## config.mk

```make
export PLATFORM = sky130hd
export DESIGN_NAME = hazard_scoreboard_flat
export DESIGN_NICKNAME = d
export VERILOG_FILES = /design/src/rtl/hazard_scoreboard_if.sv /design/src/rtl/hazard_scoreboard.sv /design/src/flat_wrapper.sv
export SDC_FILE = /design/constraint.sdc
export NUM_CORES = 1
export LEC_CHECK = 0
export CORE_ASPECT_RATIO = 0.9
export CORE_MARGIN = 2
export CORE_UTILIZATION = 43
export DETAILED_ROUTE_END_ITERATION = 10
export PLACE_DENSITY_LB_ADDON = 0.1
export SLEW_MARGIN = 40
export SYNTH_ARGS = -nofsm -noshare
export SYNTH_HDL_FRONTEND = slang
export SYNTH_SLANG_ARGS = --single-unit
export TNS_END_PERCENT = 30
```

## constraint.sdc

```tcl
create_clock -name clk -period 2.2 [get_ports clk]
set_input_delay 0.33 -clock clk [delete_from_list [all_inputs] [get_ports clk]]
set_output_delay 0.33 -clock clk [all_outputs]
set_load 0.02 [all_outputs]
```

## src/rtl/hazard_scoreboard_if.sv

```systemverilog
// Forwarding-producer bundle between the ID stage and the hazard scoreboard.
// master = ID-stage driver, slave = scoreboard.
interface hazard_scoreboard_if #(
    parameter int CNT_W = 16
);
    logic             id_valid;
    logic             id_kill;
    logic [4:0]       id_rs1;
    logic [4:0]       id_rs2;
    logic             id_use_rs1;
    logic             id_use_rs2;
    logic [4:0]       id_rd;
    logic             id_RegWrite;
    logic             id_MemRead;
    logic [2:0]       id_NPCOp;
    logic [4:0]       ID_EX_rd;
    logic [4:0]       EX_MEM_rd;
    logic [4:0]       MEM_WB_rd;
    logic             ID_EX_RegWrite;
    logic             EX_MEM_RegWrite;
    logic             MEM_WB_RegWrite;
    logic             ID_EX_MemRead;
    logic             EX_MEM_MemRead;
    logic             stall;
    logic [CNT_W-1:0] stall_cnt;

    modport master (
        output id_valid, id_kill, id_rs1, id_rs2,
        output id_use_rs1, id_use_rs2, id_rd,
        output id_RegWrite, id_MemRead, id_NPCOp,
        input  ID_EX_rd, EX_MEM_rd, MEM_WB_rd,
        input  ID_EX_RegWrite, EX_MEM_RegWrite,
        input  MEM_WB_RegWrite,
        input  ID_EX_MemRead, EX_MEM_MemRead,
        input  stall, stall_cnt
    );

    modport slave (
        input  id_valid, id_kill, id_rs1, id_rs2,
        input  id_use_rs1, id_use_rs2, id_rd,
        input  id_RegWrite, id_MemRead, id_NPCOp,
        output ID_EX_rd, EX_MEM_rd, MEM_WB_rd,
        output ID_EX_RegWrite, EX_MEM_RegWrite,
        output MEM_WB_RegWrite,
        output ID_EX_MemRead, EX_MEM_MemRead,
        output stall, stall_cnt
    );
endinterface

```

## src/rtl/hazard_scoreboard.sv

```systemverilog
// Tracks in-flight destinations ID/EX..MEM/WB and raises the
// load-use / branch-operand stall that forwarding cannot cover.
module hazard_scoreboard #(
    parameter int CNT_W = 16
) (
    input  logic                clk,
    input  logic                rst,
    hazard_scoreboard_if.slave  bus
);
    typedef struct packed {
        logic [4:0] rd;
        logic       regWrite;
        logic       memRead;
    } entry_t;

    localparam logic [2:0] NPC_BRANCH = 3'b001;
    localparam logic [2:0] NPC_JUMP   = 3'b010;
    localparam logic [2:0] NPC_JALR   = 3'b100;

    entry_t           idEx;
    entry_t           exMem;
    entry_t           memWb;
    entry_t           idEntry;
    logic [CNT_W-1:0] cnt;

    logic isBranch;
    logic exHit;
    logic memHit;
    logic loadUse;
    logic brEx;
    logic brLd;
    logic stall;
    logic bubble;

    always_comb begin
        idEntry.rd       = bus.id_rd;
        idEntry.regWrite = bus.id_RegWrite && (bus.id_rd != 5'd0);
        idEntry.memRead  = bus.id_MemRead;
    end

    assign isBranch = (bus.id_NPCOp == NPC_BRANCH) ||
                      (bus.id_NPCOp == NPC_JUMP)   ||
                      (bus.id_NPCOp == NPC_JALR);

    // rd==0 entries never carry regWrite, so x0 cannot match.
    assign exHit =
        idEx.regWrite &&
        ((bus.id_use_rs1 && idEx.rd == bus.id_rs1) ||
         (bus.id_use_rs2 && idEx.rd == bus.id_rs2));

    assign memHit =
        exMem.regWrite &&
        ((bus.id_use_rs1 && exMem.rd == bus.id_rs1) ||
         (bus.id_use_rs2 && exMem.rd == bus.id_rs2));

    assign loadUse = exHit && idEx.memRead;
    assign brEx    = isBranch && exHit;
    assign brLd    = isBranch && memHit && exMem.memRead;

    assign stall  = bus.id_valid && !bus.id_kill &&
                    (loadUse || brEx || brLd);
    assign bubble = stall || bus.id_kill || !bus.id_valid;

    always_ff @(posedge clk or posedge rst) begin
        if (rst) begin
            idEx  <= '0;
            exMem <= '0;
            memWb <= '0;
            cnt   <= '0;
        end else begin
            memWb <= exMem;
            exMem <= idEx;
            idEx  <= bubble ? entry_t'('0) : idEntry;
            if (stall && (cnt != {CNT_W{1'b1}}))
                cnt <= cnt + 1'b1;
        end
    end

    assign bus.ID_EX_rd        = idEx.rd;
    assign bus.ID_EX_RegWrite  = idEx.regWrite;
    assign bus.ID_EX_MemRead   = idEx.memRead;
    assign bus.EX_MEM_rd       = exMem.rd;
    assign bus.EX_MEM_RegWrite = exMem.regWrite;
    assign bus.EX_MEM_MemRead  = exMem.memRead;
    assign bus.MEM_WB_rd       = memWb.rd;
    assign bus.MEM_WB_RegWrite = memWb.regWrite;
    assign bus.stall           = stall;
    assign bus.stall_cnt       = cnt;
endmodule

```

## src/flat_wrapper.sv

```systemverilog
// flat-port wrapper written by rule: the top's interface ports become plain ports
module hazard_scoreboard_flat 
#(
    parameter int CNT_W = 16
)
  (clk, rst, bus_id_valid, bus_id_kill, bus_id_rs1, bus_id_rs2, bus_id_use_rs1, bus_id_use_rs2, bus_id_rd, bus_id_RegWrite, bus_id_MemRead, bus_id_NPCOp, bus_ID_EX_rd, bus_EX_MEM_rd, bus_MEM_WB_rd, bus_ID_EX_RegWrite, bus_EX_MEM_RegWrite, bus_MEM_WB_RegWrite, bus_ID_EX_MemRead, bus_EX_MEM_MemRead, bus_stall, bus_stall_cnt);
  hazard_scoreboard_if #(.CNT_W(CNT_W)) bus_i ();
  input  logic clk;
  input  logic rst;
  input wire logic [$bits(bus_i.id_valid)-1:0] bus_id_valid;
  input wire logic [$bits(bus_i.id_kill)-1:0] bus_id_kill;
  input wire logic [$bits(bus_i.id_rs1)-1:0] bus_id_rs1;
  input wire logic [$bits(bus_i.id_rs2)-1:0] bus_id_rs2;
  input wire logic [$bits(bus_i.id_use_rs1)-1:0] bus_id_use_rs1;
  input wire logic [$bits(bus_i.id_use_rs2)-1:0] bus_id_use_rs2;
  input wire logic [$bits(bus_i.id_rd)-1:0] bus_id_rd;
  input wire logic [$bits(bus_i.id_RegWrite)-1:0] bus_id_RegWrite;
  input wire logic [$bits(bus_i.id_MemRead)-1:0] bus_id_MemRead;
  input wire logic [$bits(bus_i.id_NPCOp)-1:0] bus_id_NPCOp;
  output wire logic [$bits(bus_i.ID_EX_rd)-1:0] bus_ID_EX_rd;
  output wire logic [$bits(bus_i.EX_MEM_rd)-1:0] bus_EX_MEM_rd;
  output wire logic [$bits(bus_i.MEM_WB_rd)-1:0] bus_MEM_WB_rd;
  output wire logic [$bits(bus_i.ID_EX_RegWrite)-1:0] bus_ID_EX_RegWrite;
  output wire logic [$bits(bus_i.EX_MEM_RegWrite)-1:0] bus_EX_MEM_RegWrite;
  output wire logic [$bits(bus_i.MEM_WB_RegWrite)-1:0] bus_MEM_WB_RegWrite;
  output wire logic [$bits(bus_i.ID_EX_MemRead)-1:0] bus_ID_EX_MemRead;
  output wire logic [$bits(bus_i.EX_MEM_MemRead)-1:0] bus_EX_MEM_MemRead;
  output wire logic [$bits(bus_i.stall)-1:0] bus_stall;
  output wire logic [$bits(bus_i.stall_cnt)-1:0] bus_stall_cnt;
  assign bus_i.id_valid = bus_id_valid;
  assign bus_i.id_kill = bus_id_kill;
  assign bus_i.id_rs1 = bus_id_rs1;
  assign bus_i.id_rs2 = bus_id_rs2;
  assign bus_i.id_use_rs1 = bus_id_use_rs1;
  assign bus_i.id_use_rs2 = bus_id_use_rs2;
  assign bus_i.id_rd = bus_id_rd;
  assign bus_i.id_RegWrite = bus_id_RegWrite;
  assign bus_i.id_MemRead = bus_id_MemRead;
  assign bus_i.id_NPCOp = bus_id_NPCOp;
  assign bus_ID_EX_rd = bus_i.ID_EX_rd;
  assign bus_EX_MEM_rd = bus_i.EX_MEM_rd;
  assign bus_MEM_WB_rd = bus_i.MEM_WB_rd;
  assign bus_ID_EX_RegWrite = bus_i.ID_EX_RegWrite;
  assign bus_EX_MEM_RegWrite = bus_i.EX_MEM_RegWrite;
  assign bus_MEM_WB_RegWrite = bus_i.MEM_WB_RegWrite;
  assign bus_ID_EX_MemRead = bus_i.ID_EX_MemRead;
  assign bus_EX_MEM_MemRead = bus_i.EX_MEM_MemRead;
  assign bus_stall = bus_i.stall;
  assign bus_stall_cnt = bus_i.stall_cnt;
  hazard_scoreboard #(.CNT_W(CNT_W)) u_core (.clk(clk), .rst(rst), .bus(bus_i));
endmodule
```

==> impl_metrics.tcl <==
set metrics [dict create \
    fin_tns_setup_ns 0 \
    clk_latency_ns 0.29 \
    cp_slowest_stage_delay_ns 0.43 \
    path_cells "xor2_1, nor4_2, a32oi_2, o22ai_4, and2_4, buf_6" \
    crit_buf_inv 1 \
    yosysMostFrequentCell "dfrtp_1" \
    diodes 0 \
    die_h_um 62.3 \
    synth_flop_cell "dfrtp_1" \
    syn-num-nets 162 \
    leakagePower_nw 1.26 \
    drive_gt1_share_pct 19.6 \
    clock_power_share_pct 39.0 \
    power-per-cell-area_nw_per_um2 550 \
    grt-ovfl-total 0 \
    worstSetupStartpoint "u_core.bus.ID_EX_rd[1]$_DFF_PP0_" \
    areaGrowthSynthToFinish_pct 61.3 \
    grt_pass1_vias 1339 \
    grt_use_total_pct 19.5 \
    syn_avg_cell_area_um2 12.0 \
    avgViaCountPerCell 4.84 \
    wl_um 3830 \
    first_pass_iters 4 \
    drt_iter0_drc 62 \
    switchingPower_w 0.000324 \
    die-area_um2 4290 \
    holdCritPathClass "reg -> reg" \
    cts_tree "yes" \
    place.gp.congestion 0.871 \
    cts_buffers 5 \
    dp_worst_setup_slack_ns -0.508 \
    final_hold_viol_count 0 \
    reg2reg_depth 8 \
    fmax_mhz 455 \
    slowest_stage "dfrtp_1" \
    clockRootBuffer "clkbuf_8" \
    ant_nets 0 \
    cts_max_path_buffers 2 \
    worst_setup_path_end_kind "output pin" \
    switching_share_pct 22.5 \
    slew-limit-headroom_pct 70.0 \
    synth_area_leaders "dfrtp_1, xor2_1, xnor2_1" \
    syn_inst 135 \
    cp-start-kind "flip-flop" \
    status "finished, final reports clean" \
    path_max_fanout 3 \
    grt_start_max_net_pins 37 \
    grt_pass1_wl_um 6190 \
    synth.top_cell.area_share_pct 55.4 \
    skew_ns 0.00698 \
    p_int_w 0.00112 \
    worst_slew_pin_slew_ns 0.450 \
    die_w_um 68.8 \
    peakVddDrop_mv 0.363 \
    wl_per_cell_um 14.1 \
    min_from "u_core.bus.EX_MEM_RegWrite$_DFF_PP0_" \
    r2r-end "u_core.bus.stall_cnt[13]$_DFFE_PP0P_" \
    period_needed_ns 2.20 \
    antenna_found_initial 0 \
    synth_edf_count 0 \
    holdPathEnd "u_core.bus.MEM_WB_RegWrite$_DFF_PP0_" \
    setup_viol 0 \
    final_nets 251 \
    drc 0 \
    yosys_warnings 0 \
    synth_seq_area_share_pct 55.4 \
    syn_area_um2 1630 \
    rsz0062_at_grt "true" \
    ys_ff_latch 36 \
    critPathKind "reg -> out" \
    r2r-start "u_core.bus.ID_EX_rd[1]$_DFF_PP0_" \
    place_inst 260 \
    hold_path_depth 0 \
    fillers 261 \
    cp.required_ns 1.87 \
    maxSlewViolCount 0 \
    io_buffers 62 \
    crit_family "simple AND/OR/NAND/NOR gates" \
    clkSinkCount 36 \
    floorplan.initialDensity_pct 44.2 \
    num_vias 1311 \
    maxCapViolations 0 \
    fin_ws_ns 0.00152 \
    coreArea_um2 3680 \
    finalNonFillerCells 271 \
    hpwl_um 2860 \
    p_seq_share_pct 47.9 \
    period_share_pct 99.9 \
    htree_levels 2 \
    synth.distinct_cells 27 \
    r2r_slack_ns 0.11 \
    ctsHoldBuffers 0 \
    async_reset_ff_share_pct 100 \
    crit_arrival_ns 1.87 \
    row_count 21 \
    yosys.area.top_type "dfrtp_1" \
    clk_pin_slew_ns 0.07 \
    pwr-share-comb_pct 13.1 \
    io_pins 63 \
    synth_common_cells "dfrtp_1, xor2_1, xnor2_1" \
]
-- worst max path at each step --
stage | cells after the start | slack [ns] | end
floorplan | 7 | 0.23 | u_core.bus.stall_cnt[7]$_DFFE_PP0P_
global placement | 7 | -0.48 | bus_stall
detailed placement | 7 | -0.51 | bus_stall
CTS | 7 | 0.009 | bus_stall
global route | 6 | -0.08 | bus_stall
finish | 6 | 0.002 | bus_stall
-- cell type report --
class	count	area, um2	area share (%)
Multi-Input combinational cell	97	766	29.2
Tap cell	46	57.6	2.20
Sequential cell	36	901	34.4
Clock inverter	2	35.0	1.34
Clock buffer	6	72.6	2.77
Inverter	2	7.51	0.286
Timing Repair Buffer	82	782	29.8
-- cells by family (layout without fill, tap and decap cells) --
logic type / after synthesis / in the layout / share of synthesized area, %
adders and majority gates: 1 / 1 / 0.770
buffers and inverters: 2 / 92 / 0.462
AOI/OAI and AO/OA: 7 / 7 / 3.54
muxes: 1 / 1 / 0.693
DFF: 36 / 36 / 55.4
xor gates and xnor gates: 36 / 36 / 19.4
and+or+nand+nor: 52 / 52 / 19.7
-- through the flow --
step / hold slack (ns) / cell area (um2) / power, W / utilization, %
2_1_floorplan: 0.456 / 1630 / 0.000770 / -
4_1_cts: 0.405 / 2530 / 0.00145 / 68.9
3_3_place_gp: 0.389 / 2430 / 0.000878 / 66.1
3_5_place_dp: 0.390 / 2430 / 0.000883 / 66.1
6_report: 0.400 / 2620 / 0.00144 / 71.3
5_1_grt: 0.417 / 2620 / 0.00151 / 71.3
-- repair_timing --
item                       in CTS  in global routing
setup buffers                   0                  3
resized for setup               8                 13
pin swaps                       5                 10
setup endpoints to repair       1                  3
-- flip-flops by register name (all words and copies together) (netlist names) --
name	count
u_core.bus.EX_MEM_MemRead	1
u_core.bus.ID_EX_rd	5
u_core.bus.EX_MEM_RegWrite	1
u_core.bus.MEM_WB_RegWrite	1
u_core.bus.ID_EX_RegWrite	1
u_core.bus.ID_EX_MemRead	1
u_core.bus.stall_cnt	16
u_core.bus.EX_MEM_rd	5
u_core.bus.MEM_WB_rd	5
-- per-layer routing --
layer	vias to the layer above	global-route usage, %	wire length [um]	part of all wire (%)
met5	-	0	0	0
met4	0	7.60	73	1.9
met3	10	5.62	224	5.9
met2	42	29.1	1740	46
met1	623	26.6	1780	47
li1	636	-	-	-
-- placed cells by master (no fill, tap or decap) --
master,synthesis,layout
and2b_2,2,2
inv_1,2,2
dlygate4sd2_1,0,2
nor3_4,0,1
nand3_4,1,1
nor4_2,1,4
dlymetal6s2s_1,0,5
and2_4,0,1
or3_1,1,1
and2b_1,1,1
buf_4,0,20
buf_6,0,1
clkinv_2,0,1
o311a_1,1,1
o22ai_4,0,1
clkbuf_8,0,5
nand3_1,6,6
mux2_2,1,1
nor2_1,8,8
nor3_1,3,3
clkdlybuf4s50_1,0,54
nand4_1,4,4
dfrtp_1,36,36
nand2_1,8,8
o21ai_0,2,2
a32oi_2,0,2
xnor2_1,9,9
clkbuf_1,0,1
and2_1,6,6
nor4_4,1,1
bufinv_16,0,1
xor2_1,27,27
o21a_1,1,1
and2_2,3,2
and3_1,3,3
ha_1,1,1
-- worst register-to-register path: cells and delay by family, from the launching register on --
family	cells	cell delay (ns)
AND/OR/NAND/NOR	3	0.77
flip-flops	1	0.43
XOR/XNOR	2	0.34
AO/OA/AOI/OAI	2	0.32
buffers and inverters	1	0.15
-- power groups by stage --
stage	combinational, W	clock [W]	sequential, W
floorplan	0.0000496	0	0.000720
global placement	0.000176	0	0.000702
detailed placement	0.000181	0	0.000703
CTS	0.000180	0.000575	0.000690
global route	0.000206	0.000608	0.000691
finish	0.000189	0.000562	0.000690
Note: power is estimated with default switching activity, not from simulation.
